==> config.mk <==
export PLATFORM = sky130hd
export DESIGN_NAME = axis_pkt_stats
export DESIGN_NICKNAME = d
export VERILOG_FILES = /design/src/rtl/axis_pkt_stats_pkg.sv /design/src/rtl/axis_ch_stat.sv /design/src/rtl/axis_pkt_stats.sv
export SDC_FILE = /design/constraint.sdc
export NUM_CORES = 2
export LEC_CHECK = 0
export BUFFER_PORTS_ARGS = -buffer_cell sky130_fd_sc_hd__buf_2
export CAP_MARGIN = 20
export CORE_MARGIN = 4
export CORE_UTILIZATION = 35
export CTS_CLUSTER_DIAMETER = 30
export DETAILED_ROUTE_END_ITERATION = 8
export PLACE_DENSITY = 0.59
export SLEW_MARGIN = 25
export SYNTH_ARGS = -nofsm -noshare
export SYNTH_HDL_FRONTEND = slang
export SYNTH_HIERARCHICAL = 1
export SYNTH_SLANG_ARGS = --single-unit
==> constraint.sdc <==
create_clock -name clk -period 7.7 [get_ports clk]
set_clock_uncertainty 0.05 [all_clocks]
set_input_delay 0.385 -clock clk [delete_from_list [all_inputs] [get_ports clk]]
set_output_delay 0.385 -clock clk [all_outputs]
set_load 0.01 [all_outputs]
==> src/rtl/axis_pkt_stats_pkg.sv <==
// Shared definitions for the AXI-Stream TX statistics tap.
//   - keep_w_of / ch_w_of : derive tkeep width and read-select width from the
//                           top-level parameters.
//   - popcount            : number of set bits in a tkeep beat (zero-extended
//                           to MAX_KEEP_W by the caller).
//   - sat_add             : add an increment to a W-bit counter held in an
//                           ACC_W-bit container, either saturating at all-ones
//                           or wrapping, and flag the overflow.
package axis_pkt_stats_pkg;

    localparam int MAX_KEEP_W = 256;
    localparam int ACC_W      = 64;

    typedef struct packed {
        logic             ovf;
        logic [ACC_W-1:0] val;
    } acc_res_t;

    function automatic int keep_w_of(input int data_w);
        return data_w / 8;
    endfunction

    function automatic int ch_w_of(input int num_ch);
        return (num_ch > 1) ? $clog2(num_ch) : 1;
    endfunction

    function automatic logic [8:0] popcount(input logic [MAX_KEEP_W-1:0] v);
        logic [8:0] n;
        n = '0;
        for (int i = 0; i < MAX_KEEP_W; i++) begin
            n = n + 9'(v[i]);
        end
        return n;
    endfunction

    // a and inc are both below 2^w, so the extra top bit of the sum is enough
    // to detect any overflow of the w-bit counter.
    function automatic acc_res_t sat_add(input logic [ACC_W-1:0] a,
                                         input logic [ACC_W-1:0] inc,
                                         input int               w,
                                         input logic             sat);
        logic [ACC_W:0] sum;
        logic [ACC_W:0] lim;
        acc_res_t       res;
        sum     = {1'b0, a} + {1'b0, inc};
        lim     = {(ACC_W+1){1'b1}} >> (ACC_W + 1 - w);
        res.ovf = (sum > lim);
        if (res.ovf) begin
            sum = sat ? lim : (sum & lim);
        end
        res.val = sum[ACC_W-1:0];
        return res;
    endfunction

endpackage

==> src/rtl/axis_ch_stat.sv <==
// One monitored channel of the statistics tap.
// Tracks start-of-packet, live packet/byte counters and a sticky overflow
// flag, and holds the shadow copy loaded by a snapshot.
// Ports:
//   clk, rst              clock, synchronous active-high reset
//   i_tvalid/i_tready     stream handshake (observed only)
//   i_tlast, i_tkeep      beat qualifiers
//   i_snap_req            capture live values into the shadow this cycle
//   i_snap_clr            with i_snap_req: restart live counters and ovf
//   o_sh_pkt/byte/ovf     shadow registers
//
// Handshake: a beat is transferred in any cycle where tvalid and tready are
// both high; this block never drives the stream, it only counts such beats.
module axis_ch_stat
    import axis_pkt_stats_pkg::*;
#(
    parameter int KEEP_W   = 32,
    parameter int PKT_W    = 32,
    parameter int BYTE_W   = 48,
    parameter int SAT_MODE = 1
) (
    input  logic              clk,
    input  logic              rst,
    input  logic              i_tvalid,
    input  logic              i_tready,
    input  logic              i_tlast,
    input  logic [KEEP_W-1:0] i_tkeep,
    input  logic              i_snap_req,
    input  logic              i_snap_clr,
    output logic [PKT_W-1:0]  o_sh_pkt,
    output logic [BYTE_W-1:0] o_sh_byte,
    output logic              o_sh_ovf
);

    logic              r_sop;
    logic [PKT_W-1:0]  r_pkt;
    logic [BYTE_W-1:0] r_byte;
    logic              r_ovf;
    logic [PKT_W-1:0]  r_sh_pkt;
    logic [BYTE_W-1:0] r_sh_byte;
    logic              r_sh_ovf;

    logic              w_beat;
    logic              w_clr;
    logic [PKT_W-1:0]  w_pkt_base;
    logic [BYTE_W-1:0] w_byte_base;
    logic              w_ovf_base;
    logic [ACC_W-1:0]  w_pkt_inc;
    logic [ACC_W-1:0]  w_byte_inc;
    acc_res_t          w_pkt_res;
    acc_res_t          w_byte_res;
    logic              w_unused_hi;

    assign w_beat = i_tvalid & i_tready;
    assign w_clr  = i_snap_req & i_snap_clr;

    // A clearing snapshot restarts from zero but still adds this cycle's
    // beat, so traffic coincident with the snapshot is never dropped.
    assign w_pkt_base  = w_clr ? '0   : r_pkt;
    assign w_byte_base = w_clr ? '0   : r_byte;
    assign w_ovf_base  = w_clr ? 1'b0 : r_ovf;

    assign w_pkt_inc  = ACC_W'(w_beat & r_sop);
    assign w_byte_inc = w_beat ? ACC_W'(popcount(MAX_KEEP_W'(i_tkeep))) : '0;

    assign w_pkt_res  = sat_add(ACC_W'(w_pkt_base), w_pkt_inc, PKT_W, SAT_MODE != 0);
    assign w_byte_res = sat_add(ACC_W'(w_byte_base), w_byte_inc, BYTE_W, SAT_MODE != 0);

    // Bits above the counter width are always zero after sat_add.
    assign w_unused_hi = ^{w_pkt_res.val >> PKT_W, w_byte_res.val >> BYTE_W};

    always_ff @(posedge clk) begin
        if (rst) begin
            r_sop     <= 1'b1;
            r_pkt     <= '0;
            r_byte    <= '0;
            r_ovf     <= 1'b0;
            r_sh_pkt  <= '0;
            r_sh_byte <= '0;
            r_sh_ovf  <= 1'b0;
        end else begin
            if (w_beat) begin
                r_sop <= i_tlast;
            end
            r_pkt  <= w_pkt_res.val[PKT_W-1:0];
            r_byte <= w_byte_res.val[BYTE_W-1:0];
            r_ovf  <= w_ovf_base | w_pkt_res.ovf | w_byte_res.ovf;
            // Shadows take the pre-increment live values.
            if (i_snap_req) begin
                r_sh_pkt  <= r_pkt;
                r_sh_byte <= r_byte;
                r_sh_ovf  <= r_ovf;
            end
        end
    end

    assign o_sh_pkt  = r_sh_pkt;
    assign o_sh_byte = r_sh_byte;
    assign o_sh_ovf  = r_sh_ovf;

endmodule

==> src/rtl/axis_pkt_stats.sv <==
// Passive multi-channel AXI-Stream TX statistics tap.
// Per channel: packet count, payload byte count (tkeep popcount) and sticky
// overflow; an atomic snapshot copies all channels into shadows which are
// read back by channel index.
// Ports:
//   clk, rst          clock, synchronous active-high reset
//   s_tvalid/tready   per-channel handshake (observed only)
//   s_tlast, s_tkeep  per-channel beat qualifiers, tkeep ch i at [i*KEEP_W +: KEEP_W]
//   snap_req/clr      snapshot all channels / also restart live counters
//   rd_ch             shadow read select (out-of-range reads return zero)
//   rd_*              registered shadow of rd_ch
//   snap_done         pulses the cycle after snap_req
module axis_pkt_stats
    import axis_pkt_stats_pkg::*;
#(
    parameter  int NUM_CH   = 4,
    parameter  int DATA_W   = 256,
    parameter  int PKT_W    = 32,
    parameter  int BYTE_W   = 48,
    parameter  int SAT_MODE = 1,
    localparam int KEEP_W   = keep_w_of(DATA_W),
    localparam int CH_W     = ch_w_of(NUM_CH)
) (
    input  logic                     clk,
    input  logic                     rst,
    input  logic [NUM_CH-1:0]        s_tvalid,
    input  logic [NUM_CH-1:0]        s_tready,
    input  logic [NUM_CH-1:0]        s_tlast,
    input  logic [NUM_CH*KEEP_W-1:0] s_tkeep,
    input  logic                     snap_req,
    input  logic                     snap_clr,
    input  logic [CH_W-1:0]          rd_ch,
    output logic [PKT_W-1:0]         rd_pkt_count,
    output logic [BYTE_W-1:0]        rd_byte_count,
    output logic                     rd_ovf,
    output logic                     snap_done
);

    logic [PKT_W-1:0]  w_sh_pkt  [NUM_CH];
    logic [BYTE_W-1:0] w_sh_byte [NUM_CH];
    logic              w_sh_ovf  [NUM_CH];

    logic [31:0]       w_rd_idx;
    logic [PKT_W-1:0]  w_rd_pkt;
    logic [BYTE_W-1:0] w_rd_byte;
    logic              w_rd_ovf;

    logic [PKT_W-1:0]  r_rd_pkt;
    logic [BYTE_W-1:0] r_rd_byte;
    logic              r_rd_ovf;
    logic              r_snap_done;

    for (genvar g = 0; g < NUM_CH; g++) begin : g_ch
        axis_ch_stat #(
            .KEEP_W  (KEEP_W),
            .PKT_W   (PKT_W),
            .BYTE_W  (BYTE_W),
            .SAT_MODE(SAT_MODE)
        ) u_ch (
            .clk       (clk),
            .rst       (rst),
            .i_tvalid  (s_tvalid[g]),
            .i_tready  (s_tready[g]),
            .i_tlast   (s_tlast[g]),
            .i_tkeep   (s_tkeep[g*KEEP_W +: KEEP_W]),
            .i_snap_req(snap_req),
            .i_snap_clr(snap_clr),
            .o_sh_pkt  (w_sh_pkt[g]),
            .o_sh_byte (w_sh_byte[g]),
            .o_sh_ovf  (w_sh_ovf[g])
        );
    end

    // Compare on a 32-bit index so channel numbers past NUM_CH simply match
    // nothing and fall through to the zero defaults.
    assign w_rd_idx = 32'(rd_ch);

    always_comb begin
        w_rd_pkt  = '0;
        w_rd_byte = '0;
        w_rd_ovf  = 1'b0;
        for (int i = 0; i < NUM_CH; i++) begin
            if (w_rd_idx == 32'(i)) begin
                w_rd_pkt  = w_sh_pkt[i];
                w_rd_byte = w_sh_byte[i];
                w_rd_ovf  = w_sh_ovf[i];
            end
        end
    end

    always_ff @(posedge clk) begin
        if (rst) begin
            r_rd_pkt    <= '0;
            r_rd_byte   <= '0;
            r_rd_ovf    <= 1'b0;
            r_snap_done <= 1'b0;
        end else begin
            r_rd_pkt    <= w_rd_pkt;
            r_rd_byte   <= w_rd_byte;
            r_rd_ovf    <= w_rd_ovf;
            r_snap_done <= snap_req;
        end
    end

    assign rd_pkt_count  = r_rd_pkt;
    assign rd_byte_count = r_rd_byte;
    assign rd_ovf        = r_rd_ovf;
    assign snap_done     = r_snap_done;

endmodule

==> impl_metrics.tcl <==
set metrics [dict create \
    run_status "completed" \
    area_of_the_placeable_core_um2 104100 \
    rsz_0062_raised_after_global_routing "false" \
    worstSetupEndpointType "register" \
    postSynthRegisterBits 734 \
    detail_route.vias_per_cell 5.085 \
    netlist_area_um2 36870 \
    critical_path_peak_fanout 32 \
    globalplace.congestion 0.8365 \
    die_area_um2 110600 \
    route.final.wire_length_um 101800 \
    seq_area_frac_synth_pct 39.86 \
    ctsResizeCount 0 \
    final_period_minus_worst_setup_slack_ns 6.331 \
    max-vdd-ir-drop_uv 224.9 \
    fin_nets 4496 \
    worst_r2r_path_depth 11 \
    synthToLayoutAreaGrowth_pct 19.70 \
    floorplan.rows 118 \
    min_period_over_period_pct 82.22 \
    timing_hold_violations_final 0 \
    grt_util_all_layers_pct 17.92 \
    timing.critical_path.from_type "input pin" \
    syn_nets 4307 \
    synth.area.top_cells "dfxtp_1 40%, mux2i_1 13%, fa_1 5.4%, nor2_1 4.3%, a21oi_1 3.7%" \
    port_buffers 227 \
    ctsHtreeMaxLevel 4 \
    drt_iter0_markers 2301 \
    drv_cap 0 \
    routedWlPerCell_um 17.91 \
    grt_start_max_net_pins 180 \
    synthArstFlopShare_pct 0 \
    nFillCells 10082 \
    worstSkewPairLatency_ns 0.72 \
    antenna_violating_nets_post_route 0 \
    synth_area_leader_cell "dfxtp_1" \
    yosysWarningCount 6 \
    primary_flip_flop_cell_chosen_by_synthesis_mapping "dfxtp_1" \
    p_leak_uw 0.01828 \
    synth.top_cell.area_share_pct 39.86 \
    dr_total_vias 28919 \
    finalMaxSlewViolations 0 \
    power.density_nw_per_um2 297.2 \
    ios 228 \
    ctsLongestPathBuffers 3 \
    tightestPinTransition_ns 0.9433 \
    synth_common_cells "734 x dfxtp_1, 490 x mux2i_1, 418 x nor2_1, 320 x nand2_1, 269 x a21oi_1" \
    first_pass_iters 5 \
    grt_pass1_vias 28052 \
    fmaxAchievable_mhz 157.9 \
    place.detailed.hpwl_um 70830 \
    clk_pin_slew_worst_paths_ns 0.04 \
    hold_path_depth 3 \
    regArea_um2 14690 \
    synth_edf_count 0 \
    die-width_um 332.6 \
    multi_input_area_um2 19960 \
    cts.sink_count 734 \
    grt_antenna_before_repair 1 \
    synthCells 3997 \
    design_power_total_uw 13120 \
    cts_tree "done" \
    cp.required_ns 8.20 \
    clock_tree.root_cell "clkbuf_16" \
    start_util_pct 35.42 \
    critPathArrivalTime_ns 6.83 \
    criticalPathCategory "in -> reg" \
    max_slew_margin_pct 37.11 \
    fp.dieH_um 332.6 \
    syn_area_per_cell_um2 9.224 \
    global_route.overflow_total 0 \
    yosysMostFrequentCell "dfxtp_1" \
    finalSetupViolCount 0 \
    drive_above_1_share_pct 14.07 \
    grt_first_pass_wirelength_um 160500 \
    worstHoldPathType "in -> reg" \
    netlist-cell-type-count 84 \
    detail_route.drc_violations 0 \
    tritoncts.num_buffers 148 \
    finalSetupTns_ns 0 \
]
## power by group
part | switching, uW | total, uW | internal, uW
clock network | 2120 | 6600 | 4480
logic | 1470 | 2620 | 1150
registers | 35.9 | 3890 | 3860
total | 3630 | 13100 | 9480
## registers in the layout, summed over array words and instances (netlist names)
| signal | count |
|---|---|
| g_ch.u_ch/o_sh_byte | 192 |
| g_ch.u_ch/r_byte | 192 |
| g_ch.u_ch/o_sh_pkt | 128 |
| g_ch.u_ch/r_pkt | 128 |
| rd_byte_count | 48 |
| rd_pkt_count | 32 |
| g_ch.u_ch/o_sh_ovf | 4 |
| g_ch.u_ch/r_ovf | 4 |
| g_ch.u_ch/r_sop | 4 |
| rd_ovf | 1 |
| snap_done | 1 |
## routing by layer
layer | vias up | routed length (um) | track usage, %
li1 | 14140 | - | -
met1 | 13910 | 48200 | 25.18
met2 | 717 | 45940 | 27.87
met3 | 152 | 5022 | 3.080
met4 | 0 | 2666 | 6.096
met5 | - | 0 | 0
## repair_timing
action,CTS,global route
hold buffers,9,0
setup buffers,0,0
endpoints found under the hold margin,12,0
endpoints found under the setup margin,0,0
## through the flow
| stage | utilization (%) | cells | worst slack [ns] | cell area, um2 | hold WS, ns |
|---|---|---|---|---|---|
| after detailed placement | 37.31 | 5407 | 0.6378 | 38830 | 0.3919 |
| after global routing | 42.40 | 5686 | 0.9567 | 44130 | 0.07965 |
| after CTS | 42.40 | 5686 | 1.404 | 44130 | 0.02379 |
| after global placement | 37.31 | 5407 | 0.6809 | 38830 | 0.3839 |
| after floorplan | - | 3997 | 1.357 | 36870 | 0.3768 |
| final | 42.40 | 5687 | 1.369 | 44130 | 0.06526 |
## cell usage in the layout, fill, tap and decap left out, types with 20 or more instances in the layout
master / synthesis / final
inv_1: 254 / 254
nand2_1: 320 / 315
clkbuf_16: 0 / 152
a21oi_1: 269 / 269
nor2_1: 418 / 418
clkbuf_8: 0 / 21
nand3_1: 97 / 97
clkinv_2: 0 / 22
ha_1: 64 / 64
fa_1: 100 / 100
buf_2: 19 / 224
and4_1: 22 / 22
nor3_1: 78 / 78
and3_1: 48 / 48
xnor2_1: 112 / 112
nand4_1: 100 / 100
o21ai_0: 41 / 41
xor2_1: 148 / 148
o22ai_1: 89 / 89
mux2i_1: 490 / 490
nor4_1: 43 / 43
bufinv_16: 0 / 20
buf_4: 3 / 31
clkbuf_1: 131 / 20
dfxtp_1: 734 / 734
and2_1: 46 / 46
## layout make-up
cell class	instances	share of cell area [%]
Timing Repair Buffer	272	3.601
Clock buffer	193	9.444
Multi-Input combinational cell	2776	45.23
Inverter	254	2.160
Sequential cell	734	33.30
Tap cell	1380	3.912
Antenna cell	1	0.005670
Clock inverter	77	2.356
## worst max-delay path, stage by stage
cell and delay (ns):
buf_2 0.11, fa_1 0.52, inv_1 0.05, fa_1 0.50
inv_1 0.05, fa_1 0.47, inv_1 0.05, fa_1 0.48
fa_1 0.49, fa_1 0.49, inv_1 0.04, ha_1 0.18
inv_1 0.07, fa_1 0.20, inv_1 0.05, a21o_1 0.17
a21oi_1 0.17, xor2_1 0.16, nor2_1 0.07, ha_1 0.35
a21o_1 0.22, a21oi_1 0.42, a211o_1 0.24, nor3_2 0.06
nand2b_2 0.24, buf_4 0.44, a21oi_1 0.13
## kinds of logic after synthesis
group           after synthesis  synth area share, %
flops                       734                39.86
simple gates               1302                17.54
compound gates              557                9.346
mux                         493                13.40
buf+inv                     487                6.082
xor+xnor                    260                6.177
fa+ha+maj                   164                7.602
## worst paths after layout
kind	startpoint	end	slack (ns)
min	s_tready[3]	g_ch[3].u_ch/r_sop	0.07
max	s_tkeep[52]	g_ch[1].u_ch/r_byte[33]	1.37
max reg2reg	g_ch[0].u_ch/r_byte[0]	g_ch[0].u_ch/r_byte[11]	4.48
min reg2reg	g_ch[1].u_ch/r_sop	g_ch[1].u_ch/r_sop	0.40
(Power assumes the default switching activity.)
